`src/rtl/rx_frame_pkg.sv`:
```
// Shared types and constants for the framed UART command decoder.
package rx_frame_pkg;

    typedef enum logic [1:0] {
        IDLE,
        GET_CMD,
        GET_DATA,
        GET_SUM
    } state_e;

    localparam logic [7:0] CMD_LOAD       = 8'h01;
    localparam logic [7:0] CMD_ADD        = 8'h02;
    localparam logic [7:0] CMD_CLEAR      = 8'h03;
    localparam logic [7:0] HEADER_DEFAULT = 8'hAA;

    function automatic logic cmd_known(input logic [7:0] cmd);
        return (cmd == CMD_LOAD) || (cmd == CMD_ADD) || (cmd == CMD_CLEAR);
    endfunction

endpackage

```
`src/rtl/rx_timeout_counter.sv`:
```
// Inter-byte idle counter; expired pulses for one cycle when the count reaches its terminal value.
module rx_timeout_counter #(
    parameter int unsigned TIMEOUT_CYCLES = 1_000_000
) (
    input  logic clk,
    input  logic rst,
    input  logic clear,
    input  logic run,
    output logic expired
);

    localparam int unsigned    W    = $clog2(TIMEOUT_CYCLES);
    localparam logic [W-1:0]   LAST = W'(TIMEOUT_CYCLES - 1);

    logic [W-1:0] cnt_q;
    logic         hit;

    // clear has priority so a byte landing on the terminal cycle suppresses expiry
    assign hit     = run && !clear && (cnt_q == LAST);
    assign expired = hit;

    always_ff @(posedge clk) begin
        if (rst || clear || hit) begin
            cnt_q <= '0;
        end else if (run) begin
            cnt_q <= cnt_q + W'(1);
        end
    end

endmodule

```
`src/rtl/rx_frame_decoder.sv`:
```
// Assembles HEADER/CMD/DATA/SUM frames from rx_module bytes and executes LOAD/ADD/CLEAR
// on the held Number_Data register, flagging and counting dropped frames.
module rx_frame_decoder
    import rx_frame_pkg::*;
#(
    parameter logic [7:0]  HEADER         = HEADER_DEFAULT,
    parameter int unsigned TIMEOUT_CYCLES = 1_000_000
) (
    input  logic       CLOCK,
    input  logic       RST,
    input  logic       RX_Done_Sig,
    input  logic [7:0] RX_Data,
    output logic       RX_En_Sig,
    output logic [7:0] Number_Data,
    output logic       Frame_Valid_Sig,
    output logic       Frame_Err_Sig,
    output logic [7:0] Err_Count
);

    state_e     state_q, state_d;
    logic [7:0] cmd_q, cmd_d;
    logic [7:0] data_q, data_d;
    logic [7:0] num_q, num_d;
    logic [7:0] errcnt_q, errcnt_d;
    logic       valid_q, valid_d;
    logic       err_q, err_d;
    logic       en_q, en_d;
    logic       accept;
    logic       expired;

    assign accept = RX_Done_Sig && en_q;

    rx_timeout_counter #(
        .TIMEOUT_CYCLES(TIMEOUT_CYCLES)
    ) u_timeout (
        .clk    (CLOCK),
        .rst    (RST),
        .clear  (accept || (state_q == IDLE)),
        .run    (state_q != IDLE),
        .expired(expired)
    );

    always_comb begin
        state_d = state_q;
        cmd_d   = cmd_q;
        data_d  = data_q;
        num_d   = num_q;
        valid_d = 1'b0;
        err_d   = 1'b0;
        en_d    = !accept;

        case (state_q)
            IDLE: begin
                if (accept && (RX_Data == HEADER)) state_d = GET_CMD;
            end
            GET_CMD: begin
                if (accept) begin
                    cmd_d   = RX_Data;
                    state_d = GET_DATA;
                end
            end
            GET_DATA: begin
                if (accept) begin
                    data_d  = RX_Data;
                    state_d = GET_SUM;
                end
            end
            GET_SUM: begin
                if (accept) begin
                    state_d = IDLE;
                    if ((RX_Data == (HEADER ^ cmd_q ^ data_q)) && cmd_known(cmd_q)) begin
                        valid_d = 1'b1;
                        case (cmd_q)
                            CMD_LOAD:  num_d = data_q;
                            CMD_ADD:   num_d = num_q + data_q;
                            CMD_CLEAR: num_d = '0;
                            default:   num_d = num_q;
                        endcase
                    end else begin
                        err_d = 1'b1;
                    end
                end
            end
            default: state_d = IDLE;
        endcase

        // expired is already masked by an accepted byte and only asserts outside IDLE
        if (expired) begin
            state_d = IDLE;
            err_d   = 1'b1;
        end

        errcnt_d = (err_d && (errcnt_q != '1)) ? errcnt_q + 8'd1 : errcnt_q;
    end

    always_ff @(posedge CLOCK) begin
        if (RST) begin
            state_q  <= IDLE;
            cmd_q    <= '0;
            data_q   <= '0;
            num_q    <= '0;
            errcnt_q <= '0;
            valid_q  <= 1'b0;
            err_q    <= 1'b0;
            en_q     <= 1'b0;
        end else begin
            state_q  <= state_d;
            cmd_q    <= cmd_d;
            data_q   <= data_d;
            num_q    <= num_d;
            errcnt_q <= errcnt_d;
            valid_q  <= valid_d;
            err_q    <= err_d;
            en_q     <= en_d;
        end
    end

    assign RX_En_Sig       = en_q;
    assign Number_Data     = num_q;
    assign Frame_Valid_Sig = valid_q;
    assign Frame_Err_Sig   = err_q;
    assign Err_Count       = errcnt_q;

endmodule

```
`config.mk`:
```
export PLATFORM = sky130hd
export DESIGN_NAME = rx_frame_decoder
export DESIGN_NICKNAME = d
export VERILOG_FILES = /design/src/rtl/rx_frame_pkg.sv /design/src/rtl/rx_timeout_counter.sv /design/src/rtl/rx_frame_decoder.sv
export SDC_FILE = /design/constraint.sdc
export NUM_CORES = 1
export LEC_CHECK = 0
export ABC_AREA = 0
export CORE_MARGIN = 4
export CORE_UTILIZATION = 30
export CTS_CLUSTER_DIAMETER = 50
export DETAILED_ROUTE_END_ITERATION = 10
export GPL_TIMING_DRIVEN = 0
export HOLD_SLACK_MARGIN = 0.03
export MAX_ROUTING_LAYER = met4
export PLACE_DENSITY = 0.51
export SYNTH_ARGS = -nofsm -noshare
export SYNTH_HDL_FRONTEND = slang
export SYNTH_SLANG_ARGS = --single-unit
```
`constraint.sdc`:
```
create_clock -name CLOCK -period 2.7 [get_ports CLOCK]
set_input_delay 0.54 -clock CLOCK [delete_from_list [all_inputs] [get_ports CLOCK]]
set_output_delay 0.54 -clock CLOCK [all_outputs]
set_load 0.01 [all_outputs]
```
# Yosys cells after proc, flatten, opt, wreduce, memory -nomap -nowiden

Cells that the tools add are included.

Mux-type cells: 11
Bitwise logic cells: 4
Reduce and logical (&&, ||, !) cells: 22
Add/subtract/negate cells: 3
Equal/unequal tests: 14

Operators with widths:

| kind                    | number |
|---|---|
| $pmux W8 S3             | 1 |
| $add A20 B1 Y20 const B | 1 |
| $eq A20 B20 Y1 const B  | 1 |
| $eq A8 B2 Y1 const B    | 2 |
| $add A8 B1 Y8 const B   | 1 |
| $add A8 B8 Y8           | 1 |
| $eq A8 B1 Y1 const B    | 1 |
| $eq A8 B8 Y1            | 1 |
| $eq A8 B8 Y1 const B    | 1 |
| $mux W2                 | 4 |
| $ne A8 B8 Y1 const B    | 1 |
| $pmux W2 S4             | 1 |
| $reduce_and A4 Y1       | 2 |
| $xor A8 B8 Y8           | 1 |
| $logic_and A1 B1 Y1     | 6 |
| $ne A2 B2 Y1 const B    | 3 |
| $logic_or A1 B1 Y1      | 5 |
| $mux W1                 | 5 |
| $eq A2 B2 Y1 const B    | 2 |
| $not A4 Y4              | 1 |
| $reduce_and A2 Y1       | 2 |
| $reduce_bool A3 Y1      | 1 |
| $reduce_or A3 Y1        | 1 |
| $eq A2 B1 Y1 const B    | 1 |
| other kinds (6)         | 8 |

Output and inout bits: 19
Bits in registers: 57
Word-level logic and storage cells: 63
Input bits: 11

# Depth between registers and ports, before layout

Gate-level depths: netlist of the first run.

Depth after elaboration: 9
Mapped depth: 10
Mapped depth without buffers: 8

# Cells and area by module

A second synthesis of the first run with hierarchy kept.

Cell total of the unflattened synthesis: 343
Area, all modules: 3264.4 um^2

Modules (own cells, without submodules):

| module             | instances | area each (um^2) | cells an instance | seq. area each (um^2) |
|---|---|---|---|---|
| rx_frame_decoder   | 1         | 2313.5           | 234               | 740.7 |
| rx_timeout_counter | 1         | 950.9            | 109               | 400.4 |

# Worst setup path after synthesis of the first run

Ideal clock, no wire load.

Kind: register -> register
Start: reg state_q[0]
End: reg errcnt_q[6] (netlist: Err_Count[6])
Stages on the path, launching flop included: 11
Path buffers: 2
Setup time: 0.071 ns
Slack: 0.414 ns
Data required time: 2.629 ns
Arrival time: 2.216 ns
Period minus slack after synthesis: 2.286 ns
Path through: dfxtp_1 > inv_1 > ha_1 > and4b_1 > clkbuf_1 > nand3_1 > nor4_4 > o21ai_2 > buf_6 > or3_1 > a21oi_1

Longest elaborated chain between the ends: 7
Elaborated cells between the ends (all ways): 10
Those cells by class: eq/ne: 1; mux: 2; reduce/logical: 7

RTL lines:

| item                             | RTL line                 | RTL |
|---|---|---|
| start: declaration               | rx_frame_decoder.sv:20   | `state_e state_q, state_d;` |
| start signal: assignment         | rx_frame_decoder.sv:107  | `state_q <= state_d;` |
| $logic_not A2 Y1                 | rx_frame_decoder.sv:38   | `.clear (accept \|\| (state_q == IDLE)),` |
| $logic_or A1 B1 Y1               | rx_frame_decoder.sv:38   |  |
| $logic_not A1 Y1                 | rx_timeout_counter.sv:19 | `assign hit = run && !clear && (cnt_q == LAST);` |
| $logic_and A1 B1 Y1 (2 in a row) | rx_timeout_counter.sv:19 |  |
| $mux W1 (*)                      | rx_frame_decoder.sv:88   | `if (expired) begin` |
| $logic_and A1 B1 Y1 (*)          | rx_frame_decoder.sv:93   | `errcnt_d = (err_d && (errcnt_q != '1)) ? errcnt_q + 8'd1 : errcnt_q;` |
| end signal: assignment           | rx_frame_decoder.sv:111  | `errcnt_q <= errcnt_d;` |
| end: declaration                 | rx_frame_decoder.sv:24   | `logic [7:0] errcnt_q, errcnt_d;` |

Every way passes the cells marked *; elsewhere a longest branch is shown, timed or not.
A chain may end at the register's enable or synchronous reset.

# Final worst setup path of the first run

Start: in RX_Done_Sig
End: reg errcnt_q[6] (netlist: Err_Count[6])

Longest elaborated chain between the ends: 7
Elaborated cells between the ends (all ways): 9
Those cells by class: mux: 3; reduce/logical: 6

RTL lines:

| item                             | RTL line                 | RTL |
|---|---|---|
| start: declaration               | rx_frame_decoder.sv:11   | `input logic RX_Done_Sig,` |
| $logic_and A1 B1 Y1 (*)          | rx_frame_decoder.sv:31   | `assign accept = RX_Done_Sig && en_q;` |
| $logic_or A1 B1 Y1               | rx_frame_decoder.sv:38   |  |
| $logic_not A1 Y1                 | rx_timeout_counter.sv:19 |  |
| $logic_and A1 B1 Y1 (2 in a row) | rx_timeout_counter.sv:19 |  |
| $mux W1 (*)                      | rx_frame_decoder.sv:88   |  |
| $logic_and A1 B1 Y1 (*)          | rx_frame_decoder.sv:93   |  |

Marks and branches as above.

==> results of run 1 <==
==> synth_stat cells (all sizes together) (2+ instances only) <==
cell type	instances	share of area (%)
nor2	49	6.1
and2	3	0.63
and3	4	0.88
nor3b	2	0.50
nand3	32	5.3
o21ai	8	1.5
and4	2	0.63
clkbuf	11	1.4
a211oi	8	2.0
nand4	3	0.63
ha	13	5.4
xnor3	3	2.3
or4	3	0.88
a311oi	2	0.58
nor3	9	1.5
nor4	4	1.3
o21a	2	0.50
buf	5	1.0
xnor2	15	4.4
nand2b	2	0.42
xor3	5	4.0
a21o	3	0.75
dfxtp	57	38
a21oi	29	4.8
mux2i	4	1.3
xor2	9	2.6
inv	6	0.75
nor2b	3	0.63
nor4bb	2	0.67
or3	7	1.6
a22oi	2	0.50
nand2	27	3.4
==> logic make-up after synthesis <==
logic type               Yosys count  synth area share, %
multiplexers                       4                 1.34
AND/OR/NAND/NOR                  156                 26.4
XOR/XNOR                          32                 13.2
flip-flops                        57                 38.1
buffers and inverters             22                 3.17
adder cells (fa/ha/maj)           14                 6.10
AO/OA/AOI/OAI                     58                 11.7
==> metrics by stage <==
stage | total power (uW) | utilization, % | TNS (ns) | hold slack, ns
after floorplan | 912 | - | 0 | 0.413
after global placement | 949 | 35.4 | -4.98 | 0.428
after detailed placement | 948 | 35.4 | -5.75 | 0.430
after CTS | 1760 | 37.4 | 0 | 0.442
after global routing | 1800 | 37.6 | 0 | 0.469
final | 1730 | 37.6 | 0 | 0.437
==> worst register-to-register path, stage by stage, from the launching register on <==
cell     delay, ns
dfxtp_1       0.38
inv_1         0.08
ha_1          0.27
and4b_2       0.37
nand3_1       0.14
nor4_4        0.38
o21ai_2       0.14
buf_6         0.16
or3_1         0.34
a21oi_1       0.15
==> metal layers <==
metal	vias to the layer above	routed length (microns)	track usage (%)
met5	-	0	-
met3	13	253	3.96
met4	0	155	4.78
met2	36	3300	20.8
li1	1285	-	-
met1	1175	3200	15.3
==> cell usage in the layout, fill, tap and decap left out, types with 3 or more instances in the layout <==
cell / Yosys / final
dfxtp_1: 57 / 57
o21ai_0: 7 / 7
and3_1: 3 / 3
nor2_1: 49 / 48
xnor2_1: 15 / 15
inv_1: 6 / 6
ha_1: 13 / 13
xor2_1: 9 / 9
clkdlybuf4s50_1: 0 / 28
nand4_1: 3 / 3
xnor3_1: 3 / 3
and2_1: 3 / 3
clkbuf_8: 0 / 10
clkbuf_1: 10 / 10
xor3_1: 5 / 5
nand2_1: 27 / 27
nor2b_1: 3 / 3
a211oi_1: 8 / 8
a21o_1: 3 / 3
or3_1: 4 / 4
nor3_1: 9 / 8
mux2i_1: 4 / 4
or3_2: 3 / 3
buf_2: 3 / 3
a21oi_1: 29 / 29
nand3_1: 32 / 32
==> path summary, 6_finish.rpt <==
path,start,to,slack [ns]
setup / recovery,RX_Done_Sig,Err_Count[6],0.17
hold / removal,u_timeout.cnt_q[0],u_timeout.cnt_q[0],0.44
setup reg to reg,state_q[0],Err_Count[6],0.22
hold reg to reg,u_timeout.cnt_q[0],u_timeout.cnt_q[0],0.44
==> final cells by class <==
type	count	area [sq um]	share of cell area, %
Multi-Input combinational cell	264	1780	48.7
Tap cell	133	166	4.55
Timing Repair Buffer	28	280	7.67
Sequential cell	57	1140	31.2
Buffer	15	68.8	1.88
Clock buffer	11	141	3.87
Inverter	6	22.5	0.616
Clock inverter	5	55.1	1.51
==> state kept, by name, indices dropped and copies added (netlist names) <==
register         count
state_q              2
Number_Data          8
Err_Count            8
RX_En_Sig            1
Frame_Err_Sig        1
data_q               8
Frame_Valid_Sig      1
cmd_q                8
u_timeout.cnt_q     20
==> report_power, final <==
group	switching, uW	internal (uW)	leakage [uW]
registers	2.47	844	0.000459
clock network	356	448	0.0000953
logic	46.2	37.9	0.000735
total	404	1330	0.00129
==> results.md, run 1 <==
- Clk sinks: 57
- Cell area after layout: 0.00365 sq mm
- PostCTS Resize Cnt: 1
- Core area: 0.00973 sq mm
- Number of fill cells in the layout: 1010
- Avg WL per Cell: 13.3 microns
- Crit end category: flop
- Crit-path max FO: 10
- Initial DRC count: 60
- Root Driver: clkbuf_8
- Worst Path Required: 2.96 ns
- Area growth from synthesis to layout: 22.0%
- Non-filler cells, final: 519
- Pre-Repair DR Iteration Count: 5
- Final net count: 406
- Startpoint Class: input pin
- Syn Area/Cell: 8.73 sq um
- Hold-fix buffers at CTS: 0
- Minimum clock period: 2.53 ns
- Largest net degree at the start of global routing: 11
- Routed Antenna Nets: 0
- EDFF count, synth: 0
- Final HPWL DP: 5110 microns
- Worst Hold Class: flop to flop
- Layout cells sized above 1: 8.55%
- Setup Buffers After CTS: 0
- Number of global-route vias before repair: 2415
- Vias/cell: 4.83
- CTS tree: done
- Max Buffers Root-to-Sink: 2
- First-pass GRT wire length: 11700 microns
- Critical path type: input pin to flop
- Setup WS pre-CTS: -0.454 ns
- Delay-heaviest family, CP: simple AND/OR/NAND/NOR gates
- Synthesized instance count: 343
- Placed cell area: 0.00344 sq mm
- Main flop type after synthesis: dfxtp_1
- Port buffer count: 28
- Hold path depth: 1
- Reg clk slew, reported paths: 0.06 ns
- Crit path largest cell delay: 0.51 ns
- PwrDens: 475 mW/mm^2
- Synth unique cells: 50
- Ys Warns: 0
- Cell area after synthesis: 0.00300 sq mm
- Yosys reg bits: 57
- Antenna cell count: 0
- Chip height: 108 microns
- Hold Fails Final Rpt: 0
- Sequential area share after synthesis: 38.1%
- Critical path cell sequence: clkdlybuf4s50_1 -> and2_1 -> clkbuf_2 -> or4_4 -> nor4_4 -> o21ai_2 -> buf_6 -> or3_1 -> a21oi_1
- Critical Path AT: 2.79 ns
- Initial antenna violation count: 0
- # setup viols final: 0
- Worst-margin pin slew: 0.498 ns
- Syn nets: 368
- Worst Path Buf+Inv: 3
- Die area: 0.0116 sq mm
- Final wirelength: 6910 microns
- Worst path depth: 9
- Status: finished, final reports clean
- Max-slew violations: 0
- CTS Buf Count: 9
- Row cnt: 36
- Total track usage: 12.9%
- F_max: 0.395 GHz
- GP Congestion: 0.889
- Vias: 2509
- I/O pins: 30
- RSZ-0062 raised after global routing: false
- Largest vdd supply drop: 0.244 mV
- CTS H-Tree Depth: 3
- DRC viols: 0
- Clock skew: 0.0155 ns
- Die Wd: 108 microns
- Relative slew slack: 66.8%
- CP max stage cell: or4_4
- Initial Utilization: 30.8%
- Crit path setup slack, layout: 0.170 ns
- Clock Latency Late Sink: 0.34 ns
- R2r worst-path depth: 9
- Final Cycle Share: 93.7%
- Leak Pwr: 0.00129 uW
- Grt ovf: 0
- Placed cells: 504
- Max cap viols: 0
- Post-synth ARST share: 0%
Power figures use the tool's default switching activity.
==> run 2: changes to the inputs <==
--- a/config.mk
+++ b/config.mk
@@ -7,13 +7,13 @@
 export LEC_CHECK = 0
 export ABC_AREA = 0
 export CORE_MARGIN = 4
-export CORE_UTILIZATION = 30
+export CORE_UTILIZATION = 40
 export CTS_CLUSTER_DIAMETER = 50
 export DETAILED_ROUTE_END_ITERATION = 10
 export GPL_TIMING_DRIVEN = 0
 export HOLD_SLACK_MARGIN = 0.03
 export MAX_ROUTING_LAYER = met4
-export PLACE_DENSITY = 0.51
+export PLACE_DENSITY = 0.63
 export SYNTH_ARGS = -nofsm -noshare
 export SYNTH_HDL_FRONTEND = slang
 export SYNTH_SLANG_ARGS = --single-unit
==> results.md, run 2 (same netlist as run 1, synthesis figures left out) <==
- Final wirelength: 6810 microns
- CTS H-Tree Depth: 3
- First-pass GRT wire length: 11400 microns
- PwrDens: 467 mW/mm^2
- Relative slew slack: 63.5%
- Net switching power: 378 uW
- RSZ-0062 raised after global routing: false
- Grt ovf: 0
- Max Buffers Root-to-Sink: 2
- Number of global-route vias before repair: 2369
- Setup_tns: 0 ns
- Cell area after layout: 0.00359 sq mm
- Minimum clock period: 2.51 ns
- Pre-Repair DR Iteration Count: 4
- Total track usage: 16.5%
- Root Driver: clkbuf_8
- Setup Buffers After CTS: 0
- Startpoint Class: input pin
- Comb power frac: 5.0%
- I/O pins: 30
- Final net count: 406
- Crit path largest cell delay: 0.57 ns
- Sw Share: 22.5%
- Area growth from synthesis to layout: 19.7%
- Largest vdd supply drop: 0.331 mV
- CTS Buf Count: 9
- Fin util: 49.4%
- Avg WL per Cell: 14.1 microns
- Initial DRC count: 96
- Sequential power share: 50.5%
- Crit end category: flop
- Clock skew: 0.0104 ns
- Max-slew violations: 0
- Final HPWL DP: 4960 microns
- Final Cycle Share: 92.8%
- Hold-fix buffers at CTS: 0
- Clk sinks: 57
- Initial Utilization: 41.3%
- Largest net degree at the start of global routing: 11
- Clock Latency Late Sink: 0.34 ns
- Die area: 0.00894 sq mm
- Crit-path max FO: 10
- Max cap viols: 0
- Most frequent cells in the layout: dfxtp_1 (57), nor2_1 (48), nand3_1 (32), a21oi_1 (29), clkdlybuf4s50_1 (28)
- GRT Max-Usage Layer: met2
- Internal Power: 1300 uW
- Critical path cell sequence: clkdlybuf4s50_1 -> xor3_1 -> nor4_2 -> nand3_1 -> nor2_4 -> buf_2 -> nor2_1 -> a211oi_1
- Core area: 0.00725 sq mm
- Initial antenna violation count: 0
- Vias/cell: 5.21
- Top reg by flops: u_timeout.cnt_q
- Leak Pwr: 0.00129 uW
- DRC viols: 0
- GP Congestion: 0.854
- Routed Antenna Nets: 0
- CTS tree: done
- Status: finished, final reports clean
- Antenna cell count: 0
- Hold Fails Final Rpt: 0
- Chip height: 94.5 microns
- # setup viols final: 0
- Port buffer count: 28
- Worst-margin pin slew: 0.548 ns
- Clock power share: 44.4%
- M1 GR Usage: 19.4%
- Met2 Use GR: 28.1%
- Vias: 2523
- Worst Hold Class: flop to flop
- Die Wd: 94.5 microns
- Worst Path Required: 2.95 ns
- Placed cell area: 0.00340 sq mm
- Layout cells sized above 1: 7.53%
- Commonest non-fill, non-tap cell in the layout: dfxtp_1
- Critical Path AT: 2.75 ns
- Critical path type: input pin to flop
- Reg clk slew, reported paths: 0.06 ns
- Max reg flops: 20
- F_max: 0.399 GHz
- Row cnt: 31
- CP max stage cell: clkdlybuf4s50_1
- M3 GR Usage: 5.02%
- Hold Slack: 0.448 ns
-- run 2: changes by cell type in the layout (fill, tap and decap cells not counted) --
cell        before  now
clkbuf_1        10   11
nor3_1           8    9
clkinv_2         2    3
nor3_2           1    0
clkbuf_8        10    9
and4b_2          1    0
and4b_1          0    1
clkinvlp_4       2    0
-- run 2: area by class of cell --
type | instances | area, sq um
buffer | 15 | 68.8
clock buffer | 11 | 131
clock inverter | 4 | 45.0
fill | 730 | 3670
inverter | 6 | 22.5
multi-input combinational | 264 | 1770
sequential | 57 | 1140
tap | 99 | 124
timing repair buffer | 28 | 280
-- run 2: power groups by stage --
| stage | sequential [uW] | clock [uW] | combinational (uW) |
|---|---|---|---|
| after global placement | 865 | 0 | 83.5 |
| final | 847 | 745 | 84.5 |
| after detailed placement | 865 | 0 | 83.1 |
| after floorplan | 865 | 0 | 46.4 |
| after CTS | 846 | 768 | 83.7 |
| after global routing | 846 | 807 | 91.7 |
-- run 2: final timing paths --
kind	to	from	cells past startpoint	slack, ns
worst max register to register	Err_Count[6]	state_q[0]	9	0.22
worst min register to register	u_timeout.cnt_q[0]	u_timeout.cnt_q[0]	1	0.45
worst min-delay path	u_timeout.cnt_q[0]	u_timeout.cnt_q[0]	1	0.45
worst max-delay path	Number_Data[7]	RX_Data[6]	8	0.19
-- run 2: routing by layer --
metal	part of all wire [%]	up-vias
met3	3.3	3
met1	46	1192
met4	0.35	0
li1	-	1283
met5	0	-
met2	50	45
-- run 2: metrics by stage --
| stage | setup slack, ns | cells | power (uW) |
|---|---|---|---|
| floorplan | 0.414 | 343 | 912 |
| global placement | -0.422 | 470 | 949 |
| detailed placement | -0.422 | 470 | 948 |
| CTS | 0.0788 | 485 | 1700 |
| global route | 0.0160 | 484 | 1750 |
| finish | 0.195 | 484 | 1680 |
-- run 2: worst max-delay path, delay by kind of cell --
family | cells | cell delay, ns
XOR/XNOR | 1 | 0.37
buffers and inverters | 2 | 0.83
AND/OR/NAND/NOR | 4 | 0.82
AO/OA/AOI/OAI | 1 | 0.19
-- run 2: what timing repair did --
action,4_1_cts,5_1_grt
gates resized for setup,1,2
setup endpoints to repair,2,5
hold endpoints to repair,0,0
gates cloned,0,0
==> run 3: changes to the inputs <==
--- a/config.mk
+++ b/config.mk
@@ -7,13 +7,14 @@
 export LEC_CHECK = 0
 export ABC_AREA = 0
 export CORE_MARGIN = 4
-export CORE_UTILIZATION = 40
+export CORE_UTILIZATION = 50
 export CTS_CLUSTER_DIAMETER = 50
 export DETAILED_ROUTE_END_ITERATION = 10
+export DONT_BUFFER_PORTS = 1
 export GPL_TIMING_DRIVEN = 0
 export HOLD_SLACK_MARGIN = 0.03
 export MAX_ROUTING_LAYER = met4
-export PLACE_DENSITY = 0.63
+export PLACE_DENSITY = 0.69
 export SYNTH_ARGS = -nofsm -noshare
 export SYNTH_HDL_FRONTEND = slang
 export SYNTH_SLANG_ARGS = --single-unit
==> results.md, run 3 (same netlist as run 1, synthesis figures left out) <==
- Final HPWL DP: 4620 microns
- Initial antenna violation count: 0
- Hold-fix buffers at CTS: 0
- Clk sinks: 57
- Max reg flops: 20
- Non-filler cells, final: 430
- Vias: 2417
- Crit path setup slack, layout: 0.160 ns
- Worst Path Required: 2.95 ns
- Commonest non-fill, non-tap cell in the layout: dfxtp_1
- Crit Reg-Reg Endpoint: Number_Data[7]
- Layout cells sized above 1: 7.82%
- Row cnt: 27
- Area growth from synthesis to layout: 10.7%
- Startpoint Class: flop
- Chip height: 85.4 microns
- Status: finished, final reports clean
- Avg WL per Cell: 14.4 microns
- RSZ-0062 raised after global routing: false
- Relative slew slack: 61.0%
- Hold Fails Final Rpt: 0
- Critical Path AT: 2.79 ns
- Setup_tns: 0 ns
- Leak Pwr: 0.00121 uW
- Number of fill cells in the layout: 506
- Max-slew violations: 0
- # setup viols final: 0
- Final wirelength: 6210 microns
- Worst-margin pin slew: 0.583 ns
- Critical R2R Launch: data_q[2]
- FF-to-FF setup slack: 0.16 ns
- Die area: 0.00729 sq mm
- Minimum clock period: 2.54 ns
- Initial DRC count: 110
- Antenna cell count: 0
- Max Buffers Root-to-Sink: 2
- Number of global-route vias before repair: 2306
- Grt ovf: 0
- Initial Utilization: 53.1%
- Hold Slack: 0.345 ns
- Largest vdd supply drop: 0.314 mV
- Total track usage: 18.7%
- Vias/cell: 5.62
- Placed cells: 415
- Storage element area: 0.00114 sq mm
- Multi-input logic area: 0.00176 sq mm
- Routed Antenna Nets: 0
- M1 GR Usage: 23.1%
- CTS H-Tree Depth: 3
- F_max: 0.394 GHz
- Pre-Repair DR Iteration Count: 4
- R2r worst-path depth: 7
- Critical path type: flop to flop
- Clock skew: 0.00879 ns
- I/O pins: 30
- GRT Max-Usage Layer: met2
- Crit-path max FO: 10
- Max cap viols: 0
- Setup WS pre-CTS: 0.0779 ns
- Top reg by flops: u_timeout.cnt_q
- CP endpoint: Number_Data[7]
- First-pass GRT wire length: 10600 microns
- Core area: 0.00564 sq mm
- Most frequent cells in the layout: dfxtp_1 (57), nor2_1 (49), nand3_1 (32), a21oi_1 (29), nand2_1 (27)
- Port buffer count: 0
- Crit end category: flop
- CTS tree: done
- Worst Hold Class: input pin to flop
- Root Driver: clkbuf_8
- Clock Latency Late Sink: 0.34 ns
- Largest net degree at the start of global routing: 11
- M3 GR Usage: 4.47%
- CTS Buf Count: 9
- DRC viols: 0
- Reg clk slew, reported paths: 0.07 ns
- CP startpoint: data_q[2]
- Met2 Use GR: 28.2%
- Final net count: 379
- Final Cycle Share: 94.1%
- PwrDens: 551 mW/mm^2
- GP Congestion: 0.819
- Die Wd: 85.4 microns
==> run 3: layout make-up <==
cell class              instances  area share, %
clock buffers                  13           5.10
flip-flops and latches         57           34.4
multi-input cells             264           53.1
well taps                      72           2.72
clock inverters                 2           1.81
plain buffers                  16           2.19
inverters                       6          0.680
==> run 3: through the flow <==
stage	power [uW]	cell area, sq um	util [%]
6_report	1830	3310	58.7
5_1_grt	1890	3310	58.7
2_1_floorplan	912	3000	-
3_3_place_gp	924	3090	54.7
4_1_cts	1840	3310	58.7
3_5_place_dp	924	3090	54.7
==> run 3: timing repair <==
item	CTS	global route
endpoints found under the setup margin	0	5
gates resized for setup	0	0
buffers inserted	0	0
==> run 3: critical path, cell delays in order (launching register included) <==
cell and delay [ns]:
dfxtp_1 0.39, xor3_1 0.45, nor4_1 0.39, nand3_1 0.15, nor2_1 0.47, buf_2 0.33, nor2_1 0.06, a211oi_1 0.20
==> run 3: power breakdown <==
| group | switching (uW) | leakage [uW] | internal, uW | total [uW] |
|---|---|---|---|---|
| clock network | 332 | 0.000116 | 591 | 922 |
| logic | 33.0 | 0.000636 | 24.8 | 57.8 |
| registers | 3.24 | 0.000459 | 844 | 847 |
| total | 368 | 0.00121 | 1460 | 1830 |
==> run 3: worst min path at each step <==
| stage | start | end | slack, ns | cells after the start |
|---|---|---|---|---|
| after floorplan | u_timeout.cnt_q[0] | u_timeout.cnt_q[0] | 0.41 | 1 |
| after global placement | u_timeout.cnt_q[0] | u_timeout.cnt_q[0] | 0.42 | 1 |
| after detailed placement | u_timeout.cnt_q[0] | u_timeout.cnt_q[0] | 0.43 | 1 |
| after CTS | RX_Data[5] | cmd_q[5] | 0.33 | 2 |
| after global routing | RX_Data[0] | cmd_q[0] | 0.33 | 2 |
| final | RX_Data[5] | cmd_q[5] | 0.34 | 2 |
==> run 3: per-layer routing <==
metal,wire length (microns),vias to the layer above
met5,0,-
met4,122,0
met3,274,12
met2,2860,48
met1,2950,1125
li1,-,1232
